File: config.mk
export PLATFORM = sky130hd
export DESIGN_NAME = seq_shift_add_mul_flat
export DESIGN_NICKNAME = d
export VERILOG_FILES = /design/src/rtl/seq_shift_add_mul_if.sv /design/src/rtl/seq_shift_add_mul.sv /design/src/flat_wrapper.sv
export SDC_FILE = /design/constraint.sdc
export NUM_CORES = 1
export LEC_CHECK = 0
export CAP_MARGIN = 20
export CORE_ASPECT_RATIO = 0.7
export CORE_MARGIN = 1
export CORE_UTILIZATION = 40
export CTS_CLUSTER_SIZE = 28
export DETAILED_ROUTE_END_ITERATION = 10
export GPL_TIMING_DRIVEN = 0
export PLACE_DENSITY_LB_ADDON = 0.08
export SYNTH_ARGS = -nofsm -noshare
export SYNTH_HDL_FRONTEND = slang
export SYNTH_HIERARCHICAL = 1
export SYNTH_SLANG_ARGS = --single-unit
File: constraint.sdc
create_clock -name clk -period 9.2 [get_ports clk]
set_input_delay 1.84 -clock clk [delete_from_list [all_inputs] [get_ports clk]]
set_output_delay 1.84 -clock clk [all_outputs]
set_load 0.05 [all_outputs]
File: src/rtl/seq_shift_add_mul_if.sv
// Operand/product handshake bundle for seq_shift_add_mul.
// master drives operands and out_ready; slave is the multiplier.
interface seq_shift_add_mul_if #(
  parameter int WIDTH = 8
);
  logic               in_valid;
  logic               in_ready;
  logic [WIDTH-1:0]   A;
  logic [WIDTH-1:0]   B;
  logic               out_valid;
  logic               out_ready;
  logic [2*WIDTH-1:0] P;
  logic               busy;

  modport master (
    output in_valid,
    output A,
    output B,
    output out_ready,
    input  in_ready,
    input  out_valid,
    input  P,
    input  busy
  );

  modport slave (
    input  in_valid,
    input  A,
    input  B,
    input  out_ready,
    output in_ready,
    output out_valid,
    output P,
    output busy
  );
endinterface

File: src/rtl/seq_shift_add_mul.sv
// Sequential unsigned shift-and-add multiplier, one multiplier bit per clock.
// Ports: clk, rst_n (async low), bus (slave: in_valid/in_ready/A/B, out_valid/out_ready/P, busy).
module fulladder (
  input  logic a,
  input  logic b,
  input  logic ci,
  output logic s,
  output logic co
);
  assign s  = a ^ b ^ ci;
  assign co = (a & b) | (ci & (a ^ b));
endmodule

module seq_shift_add_mul #(
  parameter int WIDTH = 8
) (
  input logic clk,
  input logic rst_n,
  seq_shift_add_mul_if.slave bus
);
  localparam int W  = WIDTH;
  localparam int CW = (W > 1) ? $clog2(W) : 1;

  localparam logic [1:0] IDLE = 2'd0;
  localparam logic [1:0] RUN  = 2'd1;
  localparam logic [1:0] DONE = 2'd2;

  logic [1:0]     state;
  logic [W-1:0]   mcand;
  logic [2*W-1:0] acc;
  logic [CW-1:0]  cnt;
  logic [2*W-1:0] p_q;
  logic           rdy_q;
  logic           vld_q;
  logic           busy_q;

  logic [W-1:0]   addend;
  logic [W:0]     carry;
  logic [W-1:0]   psum;
  logic [W:0]     sum;
  logic [2*W-1:0] acc_nxt;
  logic           last;
  logic           accept;
  logic           release_p;
  logic           st_idle;
  logic           st_run;
  logic           st_done;

  assign addend   = acc[0] ? mcand : '0;
  assign carry[0] = 1'b0;

  genvar i;
  generate
    for (i = 0; i < W; i++) begin : g_fa
      fulladder u_fa (
        .a  (acc[W+i]),
        .b  (addend[i]),
        .ci (carry[i]),
        .s  (psum[i]),
        .co (carry[i+1])
      );
    end
  endgenerate

  // Carry-out lands in the top bit as the acc shifts right.
  assign sum     = {carry[W], psum};
  assign acc_nxt = {sum, acc[W-1:1]};

  assign last      = (cnt == CW'(W - 1));
  assign accept    = bus.in_valid && rdy_q;
  assign release_p = bus.out_ready && vld_q;

  assign st_idle = (state == IDLE);
  assign st_run  = (state == RUN);
  assign st_done = (state == DONE);

  always_ff @(posedge clk or negedge rst_n) begin
    if (!rst_n) begin
      state  <= IDLE;
      mcand  <= '0;
      acc    <= '0;
      cnt    <= '0;
      p_q    <= '0;
      rdy_q  <= 1'b1;
      vld_q  <= 1'b0;
      busy_q <= 1'b0;
    end else begin
      unique case (1'b1)
        st_idle: begin
          if (accept) begin
            mcand  <= bus.A;
            acc    <= {{W{1'b0}}, bus.B};
            cnt    <= '0;
            state  <= RUN;
            rdy_q  <= 1'b0;
            busy_q <= 1'b1;
          end
        end
        st_run: begin
          acc <= acc_nxt;
          cnt <= cnt + CW'(1);
          if (last) begin
            p_q    <= acc_nxt;
            state  <= DONE;
            busy_q <= 1'b0;
            vld_q  <= 1'b1;
          end
        end
        st_done: begin
          if (release_p) begin
            state <= IDLE;
            vld_q <= 1'b0;
            rdy_q <= 1'b1;
          end
        end
        default: begin
          state  <= IDLE;
          rdy_q  <= 1'b1;
          vld_q  <= 1'b0;
          busy_q <= 1'b0;
        end
      endcase
    end
  end

  assign bus.in_ready  = rdy_q;
  assign bus.out_valid = vld_q;
  assign bus.busy      = busy_q;
  assign bus.P         = p_q;
endmodule
File: src/flat_wrapper.sv
// flat-port wrapper written by rule: the top's interface ports become plain ports
module seq_shift_add_mul_flat 
#(
  parameter int WIDTH = 8
)
  (clk, rst_n, bus_in_valid, bus_A, bus_B, bus_out_ready, bus_in_ready, bus_out_valid, bus_P, bus_busy);
  seq_shift_add_mul_if #(.WIDTH(WIDTH)) bus_i ();
  input logic clk;
  input logic rst_n;
  input wire logic [$bits(bus_i.in_valid)-1:0] bus_in_valid;
  input wire logic [$bits(bus_i.A)-1:0] bus_A;
  input wire logic [$bits(bus_i.B)-1:0] bus_B;
  input wire logic [$bits(bus_i.out_ready)-1:0] bus_out_ready;
  output wire logic [$bits(bus_i.in_ready)-1:0] bus_in_ready;
  output wire logic [$bits(bus_i.out_valid)-1:0] bus_out_valid;
  output wire logic [$bits(bus_i.P)-1:0] bus_P;
  output wire logic [$bits(bus_i.busy)-1:0] bus_busy;
  assign bus_i.in_valid = bus_in_valid;
  assign bus_i.A = bus_A;
  assign bus_i.B = bus_B;
  assign bus_i.out_ready = bus_out_ready;
  assign bus_in_ready = bus_i.in_ready;
  assign bus_out_valid = bus_i.out_valid;
  assign bus_P = bus_i.P;
  assign bus_busy = bus_i.busy;
  seq_shift_add_mul #(.WIDTH(WIDTH)) u_core (.clk(clk), .rst_n(rst_n), .bus(bus_i));
endmodule
==> metrics.md <==
| Metric | Value |
|---|---|
| Worst reg2reg startpoint | u_core/acc[0] |
| PwrDens | 296 nW/um^2 |
| Cts bufs inserted | 5 |
| Final hold vios | 0 |
| First-pass GRT wire length | 7530 um |
| Initial cell density of the core | 41.7% |
| Layout area overhead | 26.2% |
| Placed insts | 285 |
| Sw Pwr | 0.324 mW |
| WS Path Type | flip-flop to flip-flop |
| Clock Power Share | 15.5% |
| Detailed Route Iter0 Violations | 62 |
| Min-delay worst type | flip-flop to flip-flop |
| Tightest Pin Transition | 0.502 ns |
| Syn Area/Cell | 12.7 sq um |
| Synthesized netlist cell count | 174 |
| Critical path endpoint | u_core/bus.P[14] |
| Final min period | 4.31 ns |
| Clock-pin transition on the worst setup and hold timing paths | 0.09 ns |
| Crit Path Max Fanout | 9 |
| Drt total wl | 4320 um |
| CTS HTree Levels | 2 |
| Clock Path Buffers | 2 |
| Syn Nets | 204 |
| Crit. Startpoint | u_core/acc[0] |
| GR Util All Layers | 17.0% |
| Post-Layout Cell Count | 293 |
| Clock Latency Late Sink | 0.29 ns |
| Placer Congestion | 0.707 |
| Final setup fails | 0 |
| Worst R2R Path Depth | 10 |
| Die width | 90.7 um |
| VDD IR max | 0.000130 V |
| Pleak | 1.30 nW |
| Commonest non-fill, non-tap cell in the layout | dfrtp_1 |
| Async SR Flop Fraction | 100% |
| Worst EP arrival | 4.50 ns |
| Internal power | 0.499 mW |
| Final Max Tran Viols | 0 |
| # DRC | 0 |
| Critical Path RT | 9.39 ns |
| Layout Nets | 250 |
| First drt pass iteration count | 4 |
| FMAX | 232 MHz |
| Num rows | 22 |
| Hold buffer count at CTS | 0 |
| Syn. warnings | 6 |
| RR Endpoint | u_core/bus.P[14] |
| Logic pwr share | 42.8% |
| RSZ-0062 raised after global routing | false |
| Initial antenna violation count | 0 |
| Maxcap violations | 0 |
| Mapped cell area | 2200 sq um |
| Period utilization | 46.9% |
| CTS-repair resized insts | 0 |
| Number of diodes | 0 |
| Largest net degree at the start of global routing | 31 |
| Post-synth EDFFs | 0 |
| Wire per inst | 14.7 um |
| CTS sink count | 48 |
| Worst Hold Margin | 0.504 ns |
| #FFs+latches synth | 48 |
| Netlist cell types | 26 |
| Drt via density | 4.90 |
| Post-DRT Antenna Nets | 0 |
| R2R setup slack | 4.89 ns |
| Vias in the first global route | 1466 |
| Main flop type after synthesis | dfrtp_1 |
| Die Y | 64.1 um |
| Max_slew headroom | 66.4% |
| Startpoint types | flip-flop |
| CTS tree | done |
| CP Capture Type | flip-flop |
| Setup Total Neg Slack | 0 ns |
| Port Buffer Count | 38 |
| Core box area | 5290 sq um |
| DIE AREA | 5810 sq um |
| Setup Fix Bufs, Post-CTS | 0 |
| Sequential area share after synthesis | 54.6% |
| Most frequent cells in the layout | 47 x dfrtp_1, 37 x clkdlybuf4s50_1, 30 x nand2_1 |
| Remaining Overflow, GRT | 0 |
| Ratio of cells with drive above 1 in the final layout | 18.1% |
| Clock skew | 0.00482 ns |
| HPWL Detailed | 3170 um |
| Seq pwr share | 41.7% |
| Net Sw Frac | 39.4% |
| I/O Pins | 39 |
| Run status | finished clean |
| Via count | 1437 |
| Clock Tree Root | clkbuf_8 |
cells in the mapped netlist (2+ instances only):
cell type   n  share of area, %
o21ai_0    11               2.5
mux2_4      9               6.1
a21oi_1     4              0.91
mux2i_1     8               3.6
fa_1        8               7.3
clkbuf_1    4              0.68
inv_1       4              0.68
dfrtp_1    47                53
ha_1        2               1.1
o21ai_1     8               1.8
and2_1      8               2.3
buf_4       2              0.68
nand2b_1    2              0.57
nand2_1    30               5.1
mux2_2     15               7.7
buf_6       2               1.0
area by class of cell:
type	count	area (sq um)
Sequential cell	48	1200
Fill cell	468	2500
Multi-Input combinational cell	114	933
Buffer	8	52.6
Clock buffer	6	82.6
Clock inverter	2	10.0
Inverter	4	15.0
Timing Repair Buffer	39	395
Tap cell	72	90.1
through the flow:
stage / cell area, sq um / utilization, % / setup WS [ns] / total power [mW]
after floorplan: 2200 / - / 5.13 / 0.583
after global routing: 2780 / 52.6 / 4.77 / 0.881
after CTS: 2780 / 52.6 / 4.88 / 0.833
after detailed placement: 2690 / 50.9 / 4.89 / 0.704
final: 2780 / 52.6 / 4.89 / 0.823
after global placement: 2670 / 50.6 / 4.96 / 0.689
cell families after synthesis:
| kind of cell | count (synthesis) | synth area share, % |
|---|---|---|
| flip-flops | 48 | 54.6 |
| AND/OR/NAND/NOR | 44 | 9.71 |
| multiplexers | 32 | 17.4 |
| AO/OA/AOI/OAI | 27 | 6.64 |
| buffers and inverters | 12 | 3.07 |
| adder cells (fa/ha/maj) | 10 | 8.40 |
| other | 1 | 0.170 |
sequential cells by signal, summed over array words and instances, names as in the netlist:
signal / flops
u_core/bus.busy: 1
u_core/cnt: 3
u_core/state: 2
u_core/mcand: 8
u_core/bus.out_valid: 1
u_core/bus.P: 16
u_core/acc: 16
u_core/bus.in_ready: 1
critical path: stages (launching register included):
cell and delay (ns):
dfrtp_1 0.46, and2_1 0.21, fa_1 0.42, fa_1 0.39
fa_1 0.39, fa_1 0.39, fa_1 0.39, fa_1 0.39
fa_1 0.42, fa_1 0.47, mux2_4 0.28
power by group through the flow:
stage	combinational (mW)	sequential, mW	clock, mW
2_1_floorplan	0.146	0.437	0
3_3_place_gp	0.346	0.344	0
3_5_place_dp	0.355	0.349	0
4_1_cts	0.356	0.345	0.132
5_1_grt	0.380	0.356	0.145
6_report	0.353	0.343	0.127
metal layers:
metal / vias up / global-route usage [%] / wire [um]
met4: 0 / 4.84 / 29
met3: 2 / 4.05 / 187
li1: 680 / - / -
met2: 35 / 23.7 / 1890
met5: - / 0 / 0
met1: 720 / 26.1 / 2210
worst min-delay path by stage:
stage / startpoint / to / cells after the start
detailed placement: u_core/mcand[5] / u_core/mcand[5] / 1
CTS: u_core/mcand[5] / u_core/mcand[5] / 1
finish: u_core/mcand[0] / u_core/mcand[0] / 1
floorplan: u_core/cnt[0] / u_core/cnt[0] / 1
global route: u_core/mcand[5] / u_core/mcand[5] / 1
global placement: u_core/mcand[2] / u_core/mcand[2] / 1
No activity file was read; power rests on OpenSTA's default activity.
